<file path="src/rtl/seg_pkg.sv">
// Shared seven-segment definitions: active-low hex glyph table and segment constants.
package seg_pkg;

    localparam logic [7:0] SEG_BLANK = 8'hFF;
    localparam int         DP_BIT    = 7;

    // Active-low glyphs, bit order g,f,e,d,c,b,a.
    function automatic logic [6:0] hex7(input logic [3:0] nib);
        logic [6:0] s;
        case (nib)
            4'h0: s = 7'b1000000;
            4'h1: s = 7'b1111001;
            4'h2: s = 7'b0100100;
            4'h3: s = 7'b0110000;
            4'h4: s = 7'b0011001;
            4'h5: s = 7'b0010010;
            4'h6: s = 7'b0000010;
            4'h7: s = 7'b1111000;
            4'h8: s = 7'b0000000;
            4'h9: s = 7'b0010000;
            4'hA: s = 7'b0001000;
            4'hB: s = 7'b0000011;
            4'hC: s = 7'b1000110;
            4'hD: s = 7'b0100001;
            4'hE: s = 7'b0000110;
            default: s = 7'b0001110;
        endcase
        return s;
    endfunction

endpackage

</file>
<file path="src/rtl/seg_hex7_dec.sv">
// Combinational nibble to active-low seven-segment decoder.
module seg_hex7_dec
    import seg_pkg::*;
(
    input  logic [3:0] nib,
    output logic [6:0] seg
);

    assign seg = hex7(nib);

endmodule

</file>
<file path="src/rtl/seg_scan_driver.sv">
// Multiplexed N-digit common-anode display scanner with per-slot blanking,
// per-digit masking and an end-of-frame pulse. All outputs are registered.
module seg_scan_driver
    import seg_pkg::*;
#(
    parameter int NUM_DIGITS   = 8,
    parameter int DIV          = 100000,
    parameter int BLANK_CYCLES = 2,
    localparam int IW = (NUM_DIGITS > 1) ? $clog2(NUM_DIGITS) : 1
) (
    input  logic                    clk,
    input  logic                    rst,
    input  logic                    enable,
    input  logic [4*NUM_DIGITS-1:0] data,
    input  logic [NUM_DIGITS-1:0]   dp,
    input  logic [NUM_DIGITS-1:0]   digit_en,
    output logic [NUM_DIGITS-1:0]   sel,
    output logic [7:0]              seg,
    output logic [IW-1:0]           digit_idx,
    output logic                    frame_done
);

    localparam int CW = $clog2(DIV);
    localparam logic [CW-1:0] CNT_LAST   = CW'(DIV - 1);
    localparam logic [CW-1:0] BLANK_LAST = CW'(BLANK_CYCLES - 1);
    localparam logic [CW-1:0] BLANK_END  = CW'(BLANK_CYCLES);
    localparam logic [IW-1:0] IDX_LAST   = IW'(NUM_DIGITS - 1);

    logic [CW-1:0]         cnt_reg, cnt_next;
    logic [IW-1:0]         idx_reg, idx_next;
    logic [3:0]            nib_l_reg;
    logic                  dp_l_reg;
    logic [NUM_DIGITS-1:0] sel_reg, sel_next;
    logic [7:0]            seg_reg, seg_next;
    logic [IW-1:0]         digit_idx_reg;
    logic                  frame_done_reg;

    logic [3:0]            nib_arr [NUM_DIGITS];
    logic [6:0]            hex_seg;
    logic                  slot_end, last_digit, drive;

    for (genvar gi = 0; gi < NUM_DIGITS; gi++) begin : g_nib
        assign nib_arr[gi] = data[4*gi +: 4];
    end

    seg_hex7_dec u_dec (
        .nib (nib_l_reg),
        .seg (hex_seg)
    );

    always_comb begin
        slot_end   = (cnt_reg == CNT_LAST);
        last_digit = (idx_reg == IDX_LAST);
        drive      = (cnt_reg >= BLANK_END) && digit_en[idx_reg];
        cnt_next   = cnt_reg + CW'(1);
        idx_next   = idx_reg;
        if (slot_end) begin
            cnt_next = '0;
            idx_next = last_digit ? '0 : idx_reg + IW'(1);
        end
        seg_next = drive ? {~dp_l_reg, hex_seg} : SEG_BLANK;
    end

    for (genvar gi = 0; gi < NUM_DIGITS; gi++) begin : g_sel
        assign sel_next[gi] = !(drive && (idx_reg == IW'(gi)));
    end

    always_ff @(posedge clk) begin
        if (rst) begin
            cnt_reg        <= '0;
            idx_reg        <= '0;
            nib_l_reg      <= '0;
            dp_l_reg       <= 1'b0;
            sel_reg        <= '1;
            seg_reg        <= SEG_BLANK;
            digit_idx_reg  <= '0;
            frame_done_reg <= 1'b0;
        end else if (!enable) begin
            // Restart so the next enabled cycle opens digit 0 with a full blank phase.
            cnt_reg        <= '0;
            idx_reg        <= '0;
            sel_reg        <= '1;
            seg_reg        <= SEG_BLANK;
            digit_idx_reg  <= '0;
            frame_done_reg <= 1'b0;
        end else begin
            cnt_reg        <= cnt_next;
            idx_reg        <= idx_next;
            // Latch the digit's glyph just before the drive phase so it is stable all slot.
            if (cnt_reg == BLANK_LAST) begin
                nib_l_reg <= nib_arr[idx_reg];
                dp_l_reg  <= dp[idx_reg];
            end
            sel_reg        <= sel_next;
            seg_reg        <= seg_next;
            digit_idx_reg  <= idx_reg;
            frame_done_reg <= slot_end && last_digit;
        end
    end

    assign sel        = sel_reg;
    assign seg        = seg_reg;
    assign digit_idx  = digit_idx_reg;
    assign frame_done = frame_done_reg;

endmodule

</file>
<file path="config.mk">
export PLATFORM = sky130hd
export DESIGN_NAME = seg_scan_driver
export DESIGN_NICKNAME = d
export VERILOG_FILES = /design/src/rtl/seg_pkg.sv /design/src/rtl/seg_hex7_dec.sv /design/src/rtl/seg_scan_driver.sv
export SDC_FILE = /design/constraint.sdc
export NUM_CORES = 1
export LEC_CHECK = 0
export ABC_AREA = 0
export BUFFER_PORTS_ARGS = -buffer_cell sky130_fd_sc_hd__buf_2
export CORE_AREA = 3 3 87 89
export DETAILED_ROUTE_END_ITERATION = 6
export DIE_AREA = 0 0 90 92
export GPL_TIMING_DRIVEN = 0
export MAX_ROUTING_LAYER = met4
export PLACE_DENSITY_LB_ADDON = 0.1
export SYNTH_ARGS = -nofsm -noshare
export SYNTH_HDL_FRONTEND = slang
export SYNTH_HIERARCHICAL = 1
export SYNTH_SLANG_ARGS = --single-unit
</file>
<file path="constraint.sdc">
create_clock -name clk -period 1.9 [get_ports clk]
set_clock_uncertainty 0.05 [all_clocks]
set_input_delay 0.19 -clock clk [delete_from_list [all_inputs] [get_ports clk]]
set_output_delay 0.19 -clock clk [all_outputs]
set_load 0.005 [all_outputs]
</file>
==> results.tsv, run 1 <==
metric	value	unit
outcome	completed	
Psw	0.423	mW
n_diodes	0	
clock-pin slew on the worst setup and hold paths	0.08	ns
Num CTS Buffers	5	
clk buf depth	2	
WL final	5490	um
r2r startpoint	nib_l_reg[1]$_SDFFE_PP0P_	
Mapped Nets	304	
row count	30	
Pleak	1.20	nW
period utilization	96.9	%
Power Total	1.90	mW
vias in the first global route	1985	
routed via count	1978	
largest net degree at the start of global routing	15	
crit path max fanout	6	
Max VDD drop	259	uV
drt drc	0	
DRT iter0 DRCs	52	
Flop pwr share	50.5	%
count leader, synth	dfxtp_1	
CORE AREA	6830	um2
synthesis-to-finish area growth	29.7	%
Clk network pwr share	40.3	%
Die H	92	um
Reg2Reg Depth	5	
max-slew violations	0	
worst-skew pair later-pin latency	0.30	ns
initial antenna violation count	0	
sequential element share of the synthesized area	37.7	%
cell accounting for the most synthesized area	dfxtp_1	
placed cells	403	
CTS tree	yes	
dpl hpwl	4210	um
Most used DFF post-synth	dfxtp_1	
syn_area_per_cell	10.1	um2
headroom to the max-slew limit	59.5	%
Worst Setup SP	nib_l_reg[1]$_SDFFE_PP0P_	
I/O pin cnt	71	
post-route insts no fill	414	
CP Capture Type	flip-flop	
asr flop ratio synth	0	%
Crit path arrival time	1.97	ns
Ys Warns	6	
global-route wire length before repair	9430	um
setup TNS	0	ns
count of final setup violators	0	
critical-path cell list	inv_1, ha_1, inv_1, mux4_1, or3_1	
share of cells above drive strength 1	38.4	%
Logic pwr share	9.1	%
synthesized area	2390	um2
nets	384	
GRT Total Usage	13.9	%
critical path class	flip-flop to flip-flop	
worst reg2reg setup slack	0.06	ns
Initial Utilization	35.0	%
#FFs+latches synth	45	
max incr delay on CP	0.46	ns
Reg2Reg Capture Point	seg[3]$_SDFF_PP1_	
total grt overflow	0	
synth unique cells	41	
crit path to	seg[3]$_SDFF_PP1_	
Worst-Margin Slew	0.607	ns
Post-synth EDFFs	0	
antenna-violating nets left	0	
Detailed Routing Iterations Pass 1	4	
Post-Syn Instances	237	
Min-Delay Path Class	input pin to flip-flop	
top cells by area, synth	dfxtp_1 (38%), mux4_2 (11%), ha_1 (8.4%)	
fmax	0.543	GHz
Fin. Hold Viols	0	
htree depth	2	
Routability Congestion	0.749	
Yosys top cell area share	37.7	%
max reg flops	17	
P per Cell Area	612	nW/um2
internal cell power	1.47	mW
Worst Path Required	2.03	ns
MaxCap Viol Count	0	
PortBufs	70	
Top cell by count, worst path	inv_1	
slowest cell on the critical path	mux4_1	
Clock Sink Count	45	
CTS root buffer	clkbuf_8	
Die ar.	8280	um2
Min Clock Period, post-route	1.84	ns
WL/cell	13.3	um
post-DR vias/cell	4.78	
sw frac	22.3	%
die width	90	um
commonest cells in the netlist	dfxtp_1 (45), nor2_1 (21), ha_1 (16), nand3_1 (16), inv_1 (14)	
startpoint types	flip-flop	
==> power groups by stage <==
stage / clock (mW) / sequential [mW] / combinational, mW
finish: 0.765 / 0.959 / 0.173
global route: 0.816 / 0.960 / 0.194
CTS: 0.784 / 0.961 / 0.166
detailed placement: 0 / 0.984 / 0.164
global placement: 0 / 0.983 / 0.163
floorplan: 0 / 0.981 / 0.0916
==> area by class of cell <==
cell class / instances / area [um2]
multi-input cells: 164 / 1430
plain buffers: 12 / 72.6
clock inverters: 2 / 37.5
fillers: 700 / 3730
well taps: 96 / 120
inverters: 14 / 52.6
flip-flops and latches: 45 / 917
clock buffers: 6 / 82.6
repair buffers: 75 / 388
==> routing by layer <==
layer	share of wire, %	up-vias	wire (um)	global-route usage [%]
met5	0	-	0	-
met4	1.0	0	57	3.83
met3	5.5	5	304	2.95
met2	44	61	2440	21.5
met1	49	888	2690	18.5
li1	-	1024	-	-
==> metrics by stage <==
stage | hold WS, ns | area, um2 | util, % | setup slack, ns
5_1_grt | 0.0986 | 3100 | 45.4 | -0.0121
2_1_floorplan | 0.212 | 2390 | - | 0.0148
3_5_place_dp | 0.333 | 2870 | 41.9 | -0.139
4_1_cts | 0.0817 | 3020 | 44.2 | 0.00603
3_3_place_gp | 0.336 | 2870 | 41.9 | -0.161
6_report | 0.0881 | 3100 | 45.4 | 0.0580
==> how the worst min path moves through the flow <==
stage	slack, ns	cells past startpoint	to	from
final	0.09	2	nib_l_reg[1]$_SDFFE_PP0P_	rst
after global routing	0.1	2	dp_l_reg$_SDFFE_PP0P_	rst
after global placement	0.34	1	seg[7]$_SDFF_PP1_	dp_l_reg$_SDFFE_PP0P_
after floorplan	0.21	1	dp_l_reg$_SDFFE_PP0P_	rst
after detailed placement	0.33	1	seg[7]$_SDFF_PP1_	dp_l_reg$_SDFFE_PP0P_
after CTS	0.08	2	nib_l_reg[1]$_SDFFE_PP0P_	rst
==> cell families (layout without fill, tap and decap cells) <==
kind of cell	count (synthesis)	count (layout)	share of synthesized area (%)
mux	25	25	17.7
buf+inv	28	109	5.02
xor+xnor	12	12	4.39
simple gates	86	86	19.9
compound gates	25	25	6.90
fa+ha+maj	16	16	8.37
flops	45	45	37.7
==> critical path: cells and delay by family (launching register included) <==
kind,cells,cell delay (ns)
adder cells (fa/ha/maj),1,0.29
buffers and inverters,2,0.15
flip-flops,1,0.39
multiplexers,1,0.46
AND/OR/NAND/NOR,1,0.39
==> timing repair <==
action | in CTS | in global routing
pin swaps | 0 | 2
buffers inserted | 0 | 5
setup endpoints to repair | 34 | 31
hold buffers | 0 | 0
gates resized for setup | 12 | 13
==> cells in the final DEF (no fill, tap or decap), drive strengths merged, types with 4 or more instances in the layout <==
cell type  instances
nor2              21
nand3             16
a311oi             5
or3                9
mux4              13
nor3               5
inv               14
ha                16
buf               79
o21ai              4
xnor2              8
clkbuf            14
xor2               4
a21oi              9
nor4               7
dfxtp             45
nand2              5
mux2i              9
nand4              9
Note: power is estimated with default switching activity, not from simulation.
==> run 2: changes to the inputs <==
Settings changed: CELL_PAD_IN_SITES_DETAIL_PLACEMENT set to 1, CELL_PAD_IN_SITES_GLOBAL_PLACEMENT set to 1.
==> results.tsv, run 2 (synthesis gave the netlist of run 1 again) <==
metric	value	unit	change
outcome	completed		
Layout fillers	841		+20%
Pleak	1.20	nW	-0.36%
total grt overflow	0		unchanged
initial antenna violation count	0		unchanged
CTS tree	yes		
headroom to the max-slew limit	60.4	%	+0.82 points
pre-CTS setup slack	-0.195	ns	-0.0554 ns
most frequent cells in the layout	buf_2 (72), dfxtp_1 (40), nor2_1 (20), nand3_1 (15), ha_1 (15)		
Fin. Hold Viols	0		unchanged
Num CTS Buffers	5		unchanged
dpl hpwl	4620	um	+9.6%
Min-Delay Path Class	input pin to flip-flop		
Max VDD drop	266	uV	+2.5%
Worst-Margin Slew	0.595	ns	-0.0124 ns
post-DR vias/cell	4.98		+4.3%
P per Cell Area	605	nW/um2	-1.1%
routed via count	2063		+4.3%
unrepaired setup endpoints after global routing	yes		
MaxCap Viol Count	0		unchanged
WL final	5990	um	+9.1%
max reg flops	17		unchanged
max incr delay on CP	0.41	ns	-0.05 ns
max-slew violations	0		unchanged
nets	384		unchanged
WHS	0.102	ns	+0.0134 ns
drt drc	0		unchanged
clk buf depth	2		unchanged
post-route insts no fill	414		unchanged
Crit path arrival time	2.02	ns	+0.05 ns
row count	30		unchanged
CTS root buffer	clkbuf_8		
global-route wire length before repair	9870	um	+4.6%
htree depth	2		unchanged
PortBufs	70		unchanged
die width	90	um	unchanged
Routability Congestion	0.771		+2.9%
CP Capture Type	flip-flop		
clock-pin slew on the worst setup and hold paths	0.09	ns	about the same
Detailed Routing Iterations Pass 1	4		unchanged
CORE AREA	6830	um2	unchanged
Worst Path Required	2.05	ns	+0.02 ns
worst-skew pair later-pin latency	0.30	ns	about the same
synthesis-to-finish area growth	28.7	%	
GRT Total Usage	14.9	%	+1.1 points
Min Clock Period, post-route	1.87	ns	+0.0277 ns
DRT iter0 DRCs	38		-27%
Die ar.	8280	um2	unchanged
I/O pin cnt	71		unchanged
critical path class	flip-flop to flip-flop		
count of final setup violators	0		unchanged
placed cells	403		unchanged
delay-heaviest family, CP	simple AND/OR/NAND/NOR gates		
final core occ	45.1	%	-0.33 points
Power Total	1.86	mW	-1.8%
startpoint types	flip-flop		
n_diodes	0		unchanged
share of cells above drive strength 1	38.4	%	unchanged
largest net degree at the start of global routing	15		unchanged
CP bufs+invs	0		-2
antenna-violating nets left	0		unchanged
WL/cell	14.5	um	+9.1%
Initial Utilization	35.0	%	unchanged
fmax	0.535	GHz	-1.5%
vias in the first global route	2083		+4.9%
slowest cell on the critical path	nor4_2		
Die H	92	um	unchanged
critical-path cell list	nor4_2, nand4_1, nor2_2, mux2_2		
post-route setup slack	0.0303	ns	-0.0277 ns
commonest non-fill, non-tap cell in the layout	buf_2		
period utilization	98.4	%	+1.5 points
crit path max fanout	5		-1
Clock Sink Count	45		unchanged
-- run 2: timing repair --
action                                  CTS  global route
hold buffers                              0             0
gates resized for setup                  13            10
setup buffers                             0             5
hold endpoints to repair                  0             0
cloned                                    0             0
pin swaps                                 0             2
endpoints found under the setup margin   35            27
-- run 2: metal layers --
| metal | vias to the layer above | global-route usage, % | part of all wire (%) |
|---|---|---|---|
| li1 | 1031 | - | - |
| met4 | 0 | 3.19 | 0.87 |
| met2 | 64 | 25.3 | 47 |
| met3 | 6 | 3.61 | 6.1 |
| met1 | 962 | 18.2 | 46 |
| met5 | - | - | 0 |
-- run 2: per-stage QoR --
stage | setup TNS, ns | instance area (um2)
3_5_place_dp | -2.76 | 2870
5_1_grt | -0.274 | 3080
6_report | 0 | 3080
2_1_floorplan | 0 | 2390
4_1_cts | 0 | 3020
3_3_place_gp | -2.90 | 2870
-- run 2: worst reg2reg max path, cell delays in order, from the launching register on --
cell     delay (ns)
dfxtp_1        0.38
nor4_2         0.41
nand4_1        0.26
nor2_2         0.29
mux2_2         0.37
-- run 2: report_power, final --
| group | leakage, nW | total, mW | switching, mW | internal, mW |
|---|---|---|---|---|
| logic | 0.778 | 0.173 | 0.0762 | 0.0972 |
| registers | 0.367 | 0.960 | 0.0100 | 0.950 |
| clock network | 0.0554 | 0.729 | 0.333 | 0.395 |
| total | 1.20 | 1.86 | 0.420 | 1.44 |
-- run 2: final cells by class --
type | count | area, um2 | share of cell area (%)
Sequential cell | 45 | 915 | 29.7
Clock buffer | 6 | 72.6 | 2.36
Inverter | 14 | 52.6 | 1.71
Timing Repair Buffer | 75 | 388 | 12.6
Clock inverter | 2 | 38.8 | 1.26
Tap cell | 96 | 120 | 3.90
Multi-Input combinational cell | 164 | 1420 | 46.2
Buffer | 12 | 68.8 | 2.23
-- run 2: path summary, 6_finish.rpt --
path,from,slack [ns],endpoint,cells past startpoint
setup reg to reg,cnt_reg[13]$_SDFF_PP0_,0.03,idx_reg[2]$_SDFFE_PP0N_,4
setup / recovery,cnt_reg[13]$_SDFF_PP0_,0.03,idx_reg[2]$_SDFFE_PP0N_,4
hold reg to reg,dp_l_reg$_SDFFE_PP0P_,0.34,seg[7]$_SDFF_PP1_,1
hold / removal,rst,0.10,nib_l_reg[1]$_SDFFE_PP0P_,2
